$ cat config.mk
export PLATFORM = sky130hd
export DESIGN_NAME = moxie_trace_buffer
export DESIGN_NICKNAME = d
export VERILOG_FILES = /design/src/rtl/moxie_trace_buffer.sv
export SDC_FILE = /design/constraint.sdc
export NUM_CORES = 1
export LEC_CHECK = 0
export BUFFER_PORTS_ARGS = -buffer_cell sky130_fd_sc_hd__buf_2
export CORE_MARGIN = 4
export CORE_UTILIZATION = 45
export DETAILED_ROUTE_END_ITERATION = 12
export PLACE_DENSITY = 0.66
export SLEW_MARGIN = 10
export SYNTH_ARGS = -nofsm -noshare
export SYNTH_HDL_FRONTEND = slang
export SYNTH_SLANG_ARGS = --single-unit
$ cat constraint.sdc
create_clock -name clk_i -period 8.05 [get_ports clk_i]
set_input_delay 0 -clock clk_i [delete_from_list [all_inputs] [get_ports clk_i]]
set_output_delay 0 -clock clk_i [all_outputs]
set_load 0.01 [all_outputs]
$ cat src/rtl/moxie_trace_buffer.sv
// Purpose: instruction-trace capture for the moxie core; decodes retired insns and queues them for a debug port.
// Latency: a record pushed on edge N is visible on t_* after edge N (FWFT head, no empty-FIFO bypass).
// Backpressure: t_valid_o/t_ready_i handshake; when full, new records are dropped or the oldest is evicted (OVERWRITE).
//
// Ports:
//   clk_i, rst_i                  clock, synchronous active-low reset
//   valid_i, pc_i, insn_i, data_i retired instruction stream
//   enable_i, trig_en_i, trig_pc_i capture enable and pc trigger
//   stop_i, clear_i               freeze capture / flush, zero drop count and re-arm
//   t_valid_o, t_ready_i, t_*     head record and drain handshake (data fields zero while not valid)
//   count_o, drop_cnt_o, state_o  occupancy, saturating lost-record count, 0 ARMED / 1 RUN / 2 FREEZE

module moxie_trace_buffer #(
    parameter int AW        = 32,
    parameter int DEPTH     = 16,
    parameter int OVERWRITE = 0
) (
    input  logic                     clk_i,
    input  logic                     rst_i,
    input  logic                     valid_i,
    input  logic [AW-1:0]            pc_i,
    input  logic [15:0]              insn_i,
    input  logic [31:0]              data_i,
    input  logic                     enable_i,
    input  logic                     trig_en_i,
    input  logic [AW-1:0]            trig_pc_i,
    input  logic                     stop_i,
    input  logic                     clear_i,
    output logic                     t_valid_o,
    input  logic                     t_ready_i,
    output logic [AW-1:0]            t_pc_o,
    output logic [15:0]              t_insn_o,
    output logic [31:0]              t_data_o,
    output logic [2:0]               t_len_o,
    output logic [1:0]               t_class_o,
    output logic [$clog2(DEPTH):0]   count_o,
    output logic [15:0]              drop_cnt_o,
    output logic [1:0]               state_o
);

    localparam int PW = $clog2(DEPTH);
    localparam logic [PW:0] FULL_CNT = (PW+1)'(DEPTH);

    typedef enum logic [1:0] {
        ST_ARMED  = 2'd0,
        ST_RUN    = 2'd1,
        ST_FREEZE = 2'd2
    } state_t;

    typedef struct packed {
        logic [AW-1:0] pc;
        logic [15:0]   insn;
        logic [31:0]   data;
        logic [2:0]    len;
        logic [1:0]    cls;
    } rec_t;

    state_t        state, state_nxt;
    rec_t          mem [DEPTH];
    rec_t          new_rec;
    rec_t          head;
    logic [PW-1:0] wr_ptr, rd_ptr;
    logic [PW:0]   count;
    logic [15:0]   drop_cnt;

    logic [7:0]    op;
    logic          dec_bad, dec_long;
    logic          push, pop, full, wr_en, rd_adv, drop_inc, trig_hit;

    // ---------------- decode ----------------
    always_comb begin
        op       = insn_i[15:8];
        dec_bad  = (op >= 8'h0F && op <= 8'h18) || (op >= 8'h3A && op <= 8'h7F)
                   || (insn_i[15:10] >= 6'b111010);
        dec_long = 1'b0;
        case (op)
            8'h01, 8'h03, 8'h08, 8'h09, 8'h0C, 8'h0D, 8'h1A, 8'h1B, 8'h1D,
            8'h1F, 8'h20, 8'h22, 8'h24, 8'h30, 8'h36, 8'h37, 8'h38, 8'h39:
                dec_long = 1'b1;
            default: dec_long = 1'b0;
        endcase
        // bad opcodes are never long, so the immediate is not kept for them
        dec_long = dec_long && !dec_bad;

        new_rec.pc   = pc_i;
        new_rec.insn = insn_i;
        new_rec.data = dec_long ? data_i : 32'd0;
        new_rec.len  = dec_long ? 3'd6 : 3'd2;
        if (dec_bad)
            new_rec.cls = 2'd3;
        else if (op <= 8'h3F)
            new_rec.cls = 2'd0;
        else if (insn_i[15:14] == 2'b10)
            new_rec.cls = 2'd1;
        else
            new_rec.cls = 2'd2;
    end

    // ---------------- capture FSM ----------------
    always_comb begin
        state_nxt = state;
        push      = 1'b0;
        trig_hit  = enable_i && (!trig_en_i || (valid_i && pc_i == trig_pc_i));
        if (clear_i) begin
            state_nxt = ST_ARMED;
        end else begin
            case (state)
                ST_ARMED: begin
                    // the triggering instruction is captured on the same edge
                    if (trig_hit) begin
                        state_nxt = ST_RUN;
                        push      = valid_i && !stop_i;
                    end
                end
                ST_RUN: begin
                    push = valid_i && !stop_i;
                    if (stop_i)
                        state_nxt = ST_FREEZE;
                    else if (!enable_i)
                        state_nxt = ST_ARMED;
                end
                ST_FREEZE: state_nxt = ST_FREEZE;
                default:   state_nxt = ST_ARMED;
            endcase
        end
    end

    // ---------------- FIFO control ----------------
    always_comb begin
        full     = (count == FULL_CNT);
        pop      = t_valid_o && t_ready_i;
        // full with a simultaneous pop is not an overflow: the popped slot takes the new record
        wr_en    = push && (!full || pop || OVERWRITE != 0);
        rd_adv   = pop || (push && full && (OVERWRITE != 0));
        drop_inc = push && full && !pop;
    end

    always_ff @(posedge clk_i) begin
        if (!rst_i || clear_i) begin
            state    <= ST_ARMED;
            wr_ptr   <= '0;
            rd_ptr   <= '0;
            count    <= '0;
            drop_cnt <= '0;
        end else begin
            state <= state_nxt;
            if (wr_en)
                wr_ptr <= wr_ptr + 1'b1;
            if (rd_adv)
                rd_ptr <= rd_ptr + 1'b1;
            if (wr_en && !rd_adv)
                count <= count + 1'b1;
            else if (!wr_en && rd_adv)
                count <= count - 1'b1;
            if (drop_inc && drop_cnt != 16'hFFFF)
                drop_cnt <= drop_cnt + 16'd1;
        end
    end

    // storage needs no reset; validity comes from count
    always_ff @(posedge clk_i) begin
        if (rst_i && !clear_i && wr_en)
            mem[wr_ptr] <= new_rec;
    end

    // ---------------- outputs ----------------
    always_comb begin
        head       = mem[rd_ptr];
        t_valid_o  = (count != '0);
        t_pc_o     = t_valid_o ? head.pc   : '0;
        t_insn_o   = t_valid_o ? head.insn : 16'd0;
        t_data_o   = t_valid_o ? head.data : 32'd0;
        t_len_o    = t_valid_o ? head.len  : 3'd0;
        t_class_o  = t_valid_o ? head.cls  : 2'd0;
        count_o    = count;
        drop_cnt_o = drop_cnt;
        state_o    = state;
    end

endmodule

-- Yosys cells after proc, flatten, opt, wreduce, memory -nomap -nowiden
Memories as Yosys holds them, arrays and structs flattened. A register that Yosys moved wholly into a read port is not among the register bits.
Index checks and enable logic that the tools add are counted.
- input bits: 120
- register bits after elaboration: 31
- memories: 2
- memory bits (writable): 1360
- ROM bits: 64
- output and inout port bits: 109
- order comparisons: 6
- equal/unequal tests: 8
- mux-type cells: 24
- reduce and logical (&&, ||, !) cells: 34
- add/subtract/negate cells: 5
- memory list (memory ; depth ; width ; rd ports ; clocked after memory_dff ; write ports ; RTL line ; source):
    mem ; 16 ; 85 ; 1 ; 1 ; 1 ; 59 ; rec_t mem [DEPTH];
    (no name shown) ; 64 ; 1 ; 1 ; 0 ; 0 ; 76 ; case (op)
- operator list (operator ; count):
    two-way mux 32 bit ; 3
    == test 32 bit ; 1
    adder 16 x 1 -> 16 bit (second input constant) ; 1
    two-way mux 16 bit ; 1
    != test 16 bit (second input constant) ; 1
    logical AND 1 bit ; 15
    two-way mux 2 bit ; 7
    two-way mux 5 bit ; 2
    adder 4 x 1 -> 4 bit (second input constant) ; 2
    greater-or-equal comparator 8 x 4 -> 1 bit (second input constant) ; 1
    greater-or-equal comparator 8 x 6 -> 1 bit (second input constant) ; 1
    <= comparator 8 x 5 -> 1 bit (second input constant) ; 1
    <= comparator 8 x 6 -> 1 bit (second input constant) ; 1
    <= comparator 8 x 7 -> 1 bit (second input constant) ; 1
    logical NOT 1 bit ; 8
    two-way mux 4 bit ; 2
    greater-or-equal comparator 6 bit (second input constant) ; 1
    two-way mux 3 bit ; 2
    one-hot mux 2 bit (3 select lines) ; 1
    adder 5 x 1 -> 5 bit (second input constant) ; 1
    == test 5 bit (second input constant) ; 1
    logical OR 1 bit ; 5
    two-way mux 1 bit ; 5
    nonzero test 5 bit ; 1
    other kinds (10) ; 12

-- Logic depth before layout (Yosys ltp)
Gate-level depths: netlist (run 1).
- word-level depth: 12
- gate-level depth with buffers: 15
- gate-level depth less buffers: 14

-- Least setup slack after synthesis (run 1)
Ideal clock, no wire load.
- path type: flip-flop to flip-flop
- start: reg state[1], in the netlist state_o[1]
- end: mem mem[1][0] in the netlist's numbering (enable)
- path buffers: 1
- data required time: 7.424 ns
- cell stages (with the launch flop): 7
- arrival: 7.370 ns
- path slack: 0.054 ns
- path through: dfxtp_1 -> nor4b_1 -> nand2_1 -> o41ai_1 -> buf_2 -> nand4_1 -> nor3_1
- longest elaborated chain between the ends: 7
- RTL lines (element ; RTL line ; source):
    from (decl) ; 58 ; state_t state, state_nxt;
    from (signal assigned) ; 146 ; state <= state_nxt;
    == test 2 x 1 -> 1 bit or logical NOT 2 bit (tied branches) ; 107 ; case (state)
    one-hot mux 1 bit (2 select lines) (*) ; 107 ;
    two-way mux 1 bit (*) ; 104 ; if (clear_i) begin
    logical AND 1 bit (*) ; 133 ; wr_en = push && (!full || pop || OVERWRITE != 0);
    logical AND 1 bit (*) ; 162 ; if (rst_i && !clear_i && wr_en)
    two-way mux 1 bit (*) ; 162 ;
    two-way mux 1 bit (not written as such) (*) ; 163 ; mem[wr_ptr] <= new_rec;
    to (decl) ; 59 ;
Every way passes the cells marked *; elsewhere a longest branch is shown, timed or not.

-- Final worst setup path (run 1)
- start: in pc_i[2]
- end: reg count[4], in the netlist count_o[4]
- longest elaborated chain between the ends: 11
- RTL lines (element ; RTL line ; source):
    from (decl) ; 21 ; input logic [AW-1:0] pc_i,
    == test 32 bit (*) ; 103 ; trig_hit = enable_i && (!trig_en_i || (valid_i && pc_i == trig_pc_i));
    logical AND 1 bit (*) ; 103 ;
    logical OR 1 bit (*) ; 103 ;
    logical AND 1 bit (*) ; 103 ;
    two-way mux 1 bit (*) ; 110 ; if (trig_hit) begin
    one-hot mux 1 bit (2 select lines) (*) ; 107 ;
    two-way mux 1 bit (*) ; 104 ;
    logical AND 1 bit (*) ; 133 ;
    named net wr_en ; 68 ; logic push, pop, full, wr_en, rd_adv, drop_inc, trig_hit;
    logical NOT 1 bit ; 153 ; else if (!wr_en && rd_adv)
    logical AND 1 bit ; 153 ;
    nonzero test 2 bit (no line) ; - ;
    to (signal assigned) ; 152 ; count <= count + 1'b1;
    to (signal assigned) ; 154 ; count <= count - 1'b1;
    to (decl) ; 63 ; logic [PW:0] count;
Mark *: on every way through the listed nets, which the timed path passes. The rest lies on a longest branch.
A chain may end at the register's enable or synchronous reset.

==> reports/summary.txt, run 1 <==
status: completed
drc violations: 0
Clock Path Buffers: 3
most common cell after layout, fill and taps aside: edfxtp_1
most used cell, CP: a21oi_1
CTS tree: built
largest net degree at the start of global routing: 100
antenna violations before repair: 10
Req. time, crit path: 8.69 ns
full die area: 123000 sq um
CP Launch Type: input port
Yosys warning count: 0
Synth top area share: 75.5%
multi-input logic area: 11800 sq um
# clock sinks: 1363
Via Count: 25000
htree depth: 4
P&R area growth vs syn: 16.1%
Worst VDD drop: 197 uV
Max Freq: 0.226 GHz
routability cong.: 0.782
Avg Inst Size Synth: 23.3 sq um
Tmin final: 4.42 ns
first-pass GRT wire length: 178 mm
worst slew pin tran: 1.15 ns
worst path cell trace: dlygate4sd3_1 > buf_2 > xor2_1 > nor4_1 > nand4_1 > o41a_1 > nor2_1 > ha_1 > inv_1 > fa_1 > a21o_1 > a21oi_1 > xnor2_1 > or3_1 > a21oi_1
DPL Wire Length: 65.8 mm
worst min-delay path class: input port to flip-flop
cell count after synthesis: 2265
vias in the first global route: 26300
Slowest-stage cell, CP: o41a_1
dominant cell type by area after synthesis: edfxtp_1
top cells by area, synth: edfxtp_1, mux4_2, and2_1, dfxtp_1, xor2_1
max_cap viols: 0
commonest cells after routing, fill and taps aside: edfxtp_1, mux4_2, buf_2
drt via density: 5.84
Congestion Overflow GR: 0
RSZ-0062 raised after global routing: no
CTS buffer count: 138
P per Cell Area: 240 nW/um^2
Max Transition Viols Final: 0
largest incremental delay on the critical path: 0.87 ns
final wirelength: 120 mm
die width: 351 um
die height: 351 um
drt first pass iters: 5
CP Max Fanout: 31
post-synth cell types: 48
WL per Instance: 28.1 um
1st-iter DRT viols: 2478
Register-to-Register Path Depth: 12
Fillers: 8887
leakage: 19.1 nW
share of layout cells above drive strength 1: 33.0%
Synth Net Count: 2396
Std-Cell Core Area: 116000 sq um
slack of the worst reg-to-reg path: 4.22 ns
Reg area: 40600 sq um
EDFF count, synth: 1328
Total GRT Usage: 19.8%
Arrival @ worst endpoint: 5.06 ns
FP Rows: 125
register area share after synthesis: 76.9%
Layout Utilization: 52.7%
crit path kind: input port to flip-flop
Final period util: 54.9%
Post-CTS Setup Bufs: 0
Post-Syn Area: 52800 sq um
setup_tns: 0 ns
WHS Path Cells: 7
synthesis-stage register bit count: 1363
Clock Skews: 0.0167 ns
final hold vios: 0
Power Total: 14.7 mW
Starting Density: 45.4%
crit end category: flip-flop
Post-synth top flop: edfxtp_1
Root Buffer: clkbuf_16
port buffer count: 227
asr flop ratio synth: 0%
slew margin rel.: 23.7%
Final Setup Violations: 0
ANT nets after route: 0
worst skew pair latency: 0.71 ns
Clock transition at path regs: 0.06 ns
Ports: 229
Nets: 2780
-- power breakdown --
group	internal, mW	switching [mW]	leakage [nW]
logic	0.259	0.367	4.58
registers	7.76	0.0102	12.4
clock network	3.72	2.59	2.16
total	11.7	2.97	19.1
-- Yosys cell counts, drive strengths merged (2+ instances only) --
master	count
edfxtp	1328
nor4	8
or4	11
a31o	2
o31ai	16
o21bai	2
nor3	10
nor2b	2
inv	8
and4	3
nand3b	3
o21ai	12
clkbuf	72
nand2	15
mux4	415
xnor2	4
or3	4
ha	10
and2	117
nand4	11
nor3b	2
a31oi	3
buf	48
nand4b	2
xor2	36
nand2b	4
a21oi	27
dfxtp	35
nand3	11
a21o	2
and3b	3
nor2	27
-- cell type report --
cell class                      instances  area share, %
Tap cell                             1524           3.11
Sequential cell                      1363           66.2
Antenna cell                            2        0.00817
Multi-Input combinational cell        774           19.3
Timing Repair Buffer                  364           4.00
Clock inverter                         83           1.45
Clock buffer                          164           5.83
Inverter                                8         0.0490
-- per-stage QoR --
step,setup WS (ns),instances,hold slack (ns),area [sq um]
final,3.63,4282,0.0982,61300
after floorplan,0.0537,2265,0.0989,52800
after detailed placement,3.35,3943,0.280,55900
after global placement,3.53,3943,0.271,55900
after CTS,3.57,4280,0.0403,61300
after global routing,3.32,4280,0.118,61300
-- path summary, 6_finish.rpt --
| kind | from | to |
|---|---|---|
| worst max-delay path | pc_i[2] | count_o[4] |
| worst min-delay path | trig_pc_i[14] | drop_cnt_o[1] |
| worst max register to register | state_o[1] | count_o[4] |
| worst min register to register | drop_cnt_o[7] | drop_cnt_o[7] |
-- worst max-delay path: cells and delay by family --
family / cells / cell delay, ns
AOI/OAI and AO/OA: 4 / 1.39
buffers and inverters: 3 / 1.00
adders and majority gates: 2 / 0.66
xor gates and xnor gates: 2 / 0.33
and+or+nand+nor: 4 / 1.66
-- state kept, by name, summed over array words and instances (netlist names), named ones only --
name and count:
drop_cnt_o 16, wr_ptr 4, count_o 5, rd_ptr 4, state_o 2, mem 1328
-- cell families after synthesis --
logic type | synth area share [%]
AOI/OAI and AO/OA | 0.841
xor gates and xnor gates | 0.664
adders and majority gates | 0.275
buffers and inverters | 0.991
DFF | 76.9
muxes | 17.7
other | 0.00710
and+or+nand+nor | 2.60
-- timing repair --
item	in CTS	in global routing
endpoints found under the hold margin	1315	0
hold buffers	90	0
resized for setup	0	0
-- per-layer routing --
metal  global-route usage, %  wire length, um  vias to the layer above
met1                    27.4            48800                    13400
met5                       0               57                        -
li1                        -                -                    10400
met4                    4.73             2190                        8
met2                    33.0            61100                      988
met3                    3.56             8110                      176
Note: power is estimated with default switching activity, not from simulation.
==> inputs of run 2 (changes only) <==
PLACE_DENSITY = 0.63   (was 0.66)
clock period = 4.53 ns   (was 8.05 ns; I/O delays follow)
==> reports/summary.txt, run 2 (synthesis results as in run 1) <==
status: completed
met3 wire length: 8.78 mm (+8.2%)
Max Freq: 0.271 GHz
Req. time, crit path: 5.20 ns (-3.49 ns)
final setup margin: 0.838 ns (-2.79 ns)
final hold slack: 0.0748 ns (-0.0234 ns)
vias in the first global route: 27000 (+2.6%)
first-pass GRT wire length: 183 mm (+2.9%)
Min-Delay Endpoint: drop_cnt_o[1]
Register-to-Register Path Depth: 11 (-1)
crit end category: flip-flop
port buffer count: 227 (unchanged)
drt via density: 5.88 (+0.57%)
routability cong.: 0.774 (-1.0%)
DPL Wire Length: 70.0 mm (+6.3%)
worst skew pair latency: 0.74 ns (+0.03 ns)
largest net degree at the start of global routing: 75 (-25%)
largest reg by FF count: mem
most used cell, CP: a21oi_1
Worst VDD drop: 364 uV (+85%)
leakage: 19.3 nW (+0.96%)
full die area: 123000 sq um (unchanged)
Post-CTS Setup Bufs: 0 (unchanged)
P&R area growth vs syn: 17.5%
Std-Cell Core Area: 116000 sq um (unchanged)
Arrival @ worst endpoint: 4.36 ns (-0.70 ns)
Fillers: 8840 (-0.53%)
CTS tree: built
Clock transition at path regs: 0.06 ns (about the same)
final hold vios: 0 (unchanged)
die width: 351 um (unchanged)
worst path buffer plus inverter count: 4 (+1)
drc violations: 0 (unchanged)
ANT nets after route: 0 (unchanged)
Max Transition Viols Final: 0 (unchanged)
M1 WL: 51.9 mm (+6.5%)
WL per Instance: 28.8 um (+2.6%)
slack of the worst reg-to-reg path: 1.23 ns (-2.99 ns)
WHS Path Cells: 7 (unchanged)
CP Launch Type: input port
Final period util: 81.5%
share of layout cells above drive strength 1: 33.6% (+0.66 points)
Crit path max-delay family: simple AND/OR/NAND/NOR gates
1st-iter DRT viols: 2612 (+5.4%)
setup_tns: 0 ns (unchanged)
CP Max Fanout: 17 (-45%)
# clock sinks: 1363 (unchanged)
commonest cells after routing, fill and taps aside: edfxtp_1, mux4_2, buf_2
Highest Signal Layer: met5
final wirelength: 125 mm (+3.6%)
Total GRT Usage: 20.6% (+0.79 points)
post-CTS resize count: 0 (unchanged)
reg2reg start: count_o[0]
Slowest-stage cell, CP: nor4_1
die height: 351 um (unchanged)
worst slew pin tran: 1.09 ns (-0.0531 ns)
CTS buffer count: 140 (+1.4%)
Largest register FFs: 1328 (unchanged)
Worst Min Path Start: trig_en_i
Tmin final: 3.69 ns
most common cell after layout, fill and taps aside: edfxtp_1
dpl ws: 0.705 ns (-2.64 ns)
FP Rows: 125 (unchanged)
slew margin rel.: 27.2% (+3.5 points)
htree depth: 4 (unchanged)
antenna violations before repair: 6 (-4)
met2 WL post-DR: 61.3 mm (+0.17%)
Clock Path Buffers: 3 (unchanged)
cts hold-fix bufs: 89 (-1.1%)
Via Count: 25400 (+1.6%)
worst path cell trace: dlygate4sd3_1 > buf_2 > xor2_1 > nor4_1 > buf_4 > nand4_1 > o41a_1 > nor2_1 > ha_1 > inv_1 > fa_1 > a21o_1 > a21oi_1 > xnor2_1 > or3_1 > a21oi_1
max_cap viols: 0 (unchanged)
reg-to-reg endpoint: count_o[4]
Clock Skews: 0.0326 ns (+0.0159 ns)
Nets: 2820 (+1.4%)
crit path kind: input port to flip-flop
Root Buffer: clkbuf_16
Congestion Overflow GR: 0 (unchanged)
RSZ-0062 raised after global routing: no
drt first pass iters: 5 (unchanged)
largest incremental delay on the critical path: 0.65 ns (-0.22 ns)
worst min-delay path class: input port to flip-flop
Layout Utilization: 53.3% (+0.64 points)
Ports: 229 (unchanged)
Final Setup Violations: 0 (unchanged)
P per Cell Area: 421 nW/um^2 (+75%)
Starting Density: 45.4% (unchanged)
## run 2: cell types whose count changed in the layout (fill, tap and decap cells not counted), moves of 7 or more
cell	previous run	this run
buf_12	5	42
clkinv_2	20	11
clkbuf_1	25	33
bufinv_16	17	10
## run 2: worst max path at each step
stage                from     endpoint  slack [ns]  cells past startpoint
2_1_floorplan  state_o[1]   mem[13][0]       -1.24                      6
3_3_place_gp     pc_i[30]   count_o[4]        0.68                     15
3_5_place_dp     pc_i[30]   count_o[4]        0.70                     15
4_1_cts         flip-flop  t_data_o[2]        0.77                      5
5_1_grt           pc_i[4]   count_o[4]        0.69                     16
6_report         pc_i[30]   count_o[4]        0.84                     16
## run 2: through the flow
stage | cell area, sq um | power (mW) | std cells
global route | 62000 | 27.0 | 4321
floorplan | 52800 | 14.6 | 2265
detailed placement | 56700 | 15.2 | 3982
global placement | 56700 | 15.1 | 3982
finish | 62000 | 26.1 | 4325
CTS | 62000 | 26.4 | 4321
## run 2: cell type report
cell class | instances | area, sq um | share of cell area (%)
well taps | 1524 | 1910 | 3.07
repair buffers | 402 | 3200 | 5.16
clock inverters | 74 | 724 | 1.17
diodes | 4 | 10.0 | 0.0161
multi-input cells | 774 | 11900 | 19.1
inverters | 8 | 30.0 | 0.0484
clock buffers | 176 | 3700 | 5.97
flip-flops and latches | 1363 | 40600 | 65.4
## run 2: power by group
group	total, mW	switching (mW)	internal, mW
logic	1.13	0.663	0.472
clock network	11.2	4.75	6.40
registers	13.8	0.0157	13.8
total	26.1	5.43	20.7
## run 2: metal layers
layer  vias up  track usage [%]
li1      10500                -
met1     13700             29.2
met2      1036             33.1
met3       180             4.05
met4         2             5.39
met5         -                0
## run 2: tightest hold or removal path, delay by kind of cell
kind	cells	cell delay, ns
buf+inv	2	0.26
compound gates	3	0.35
simple gates	2	0.17
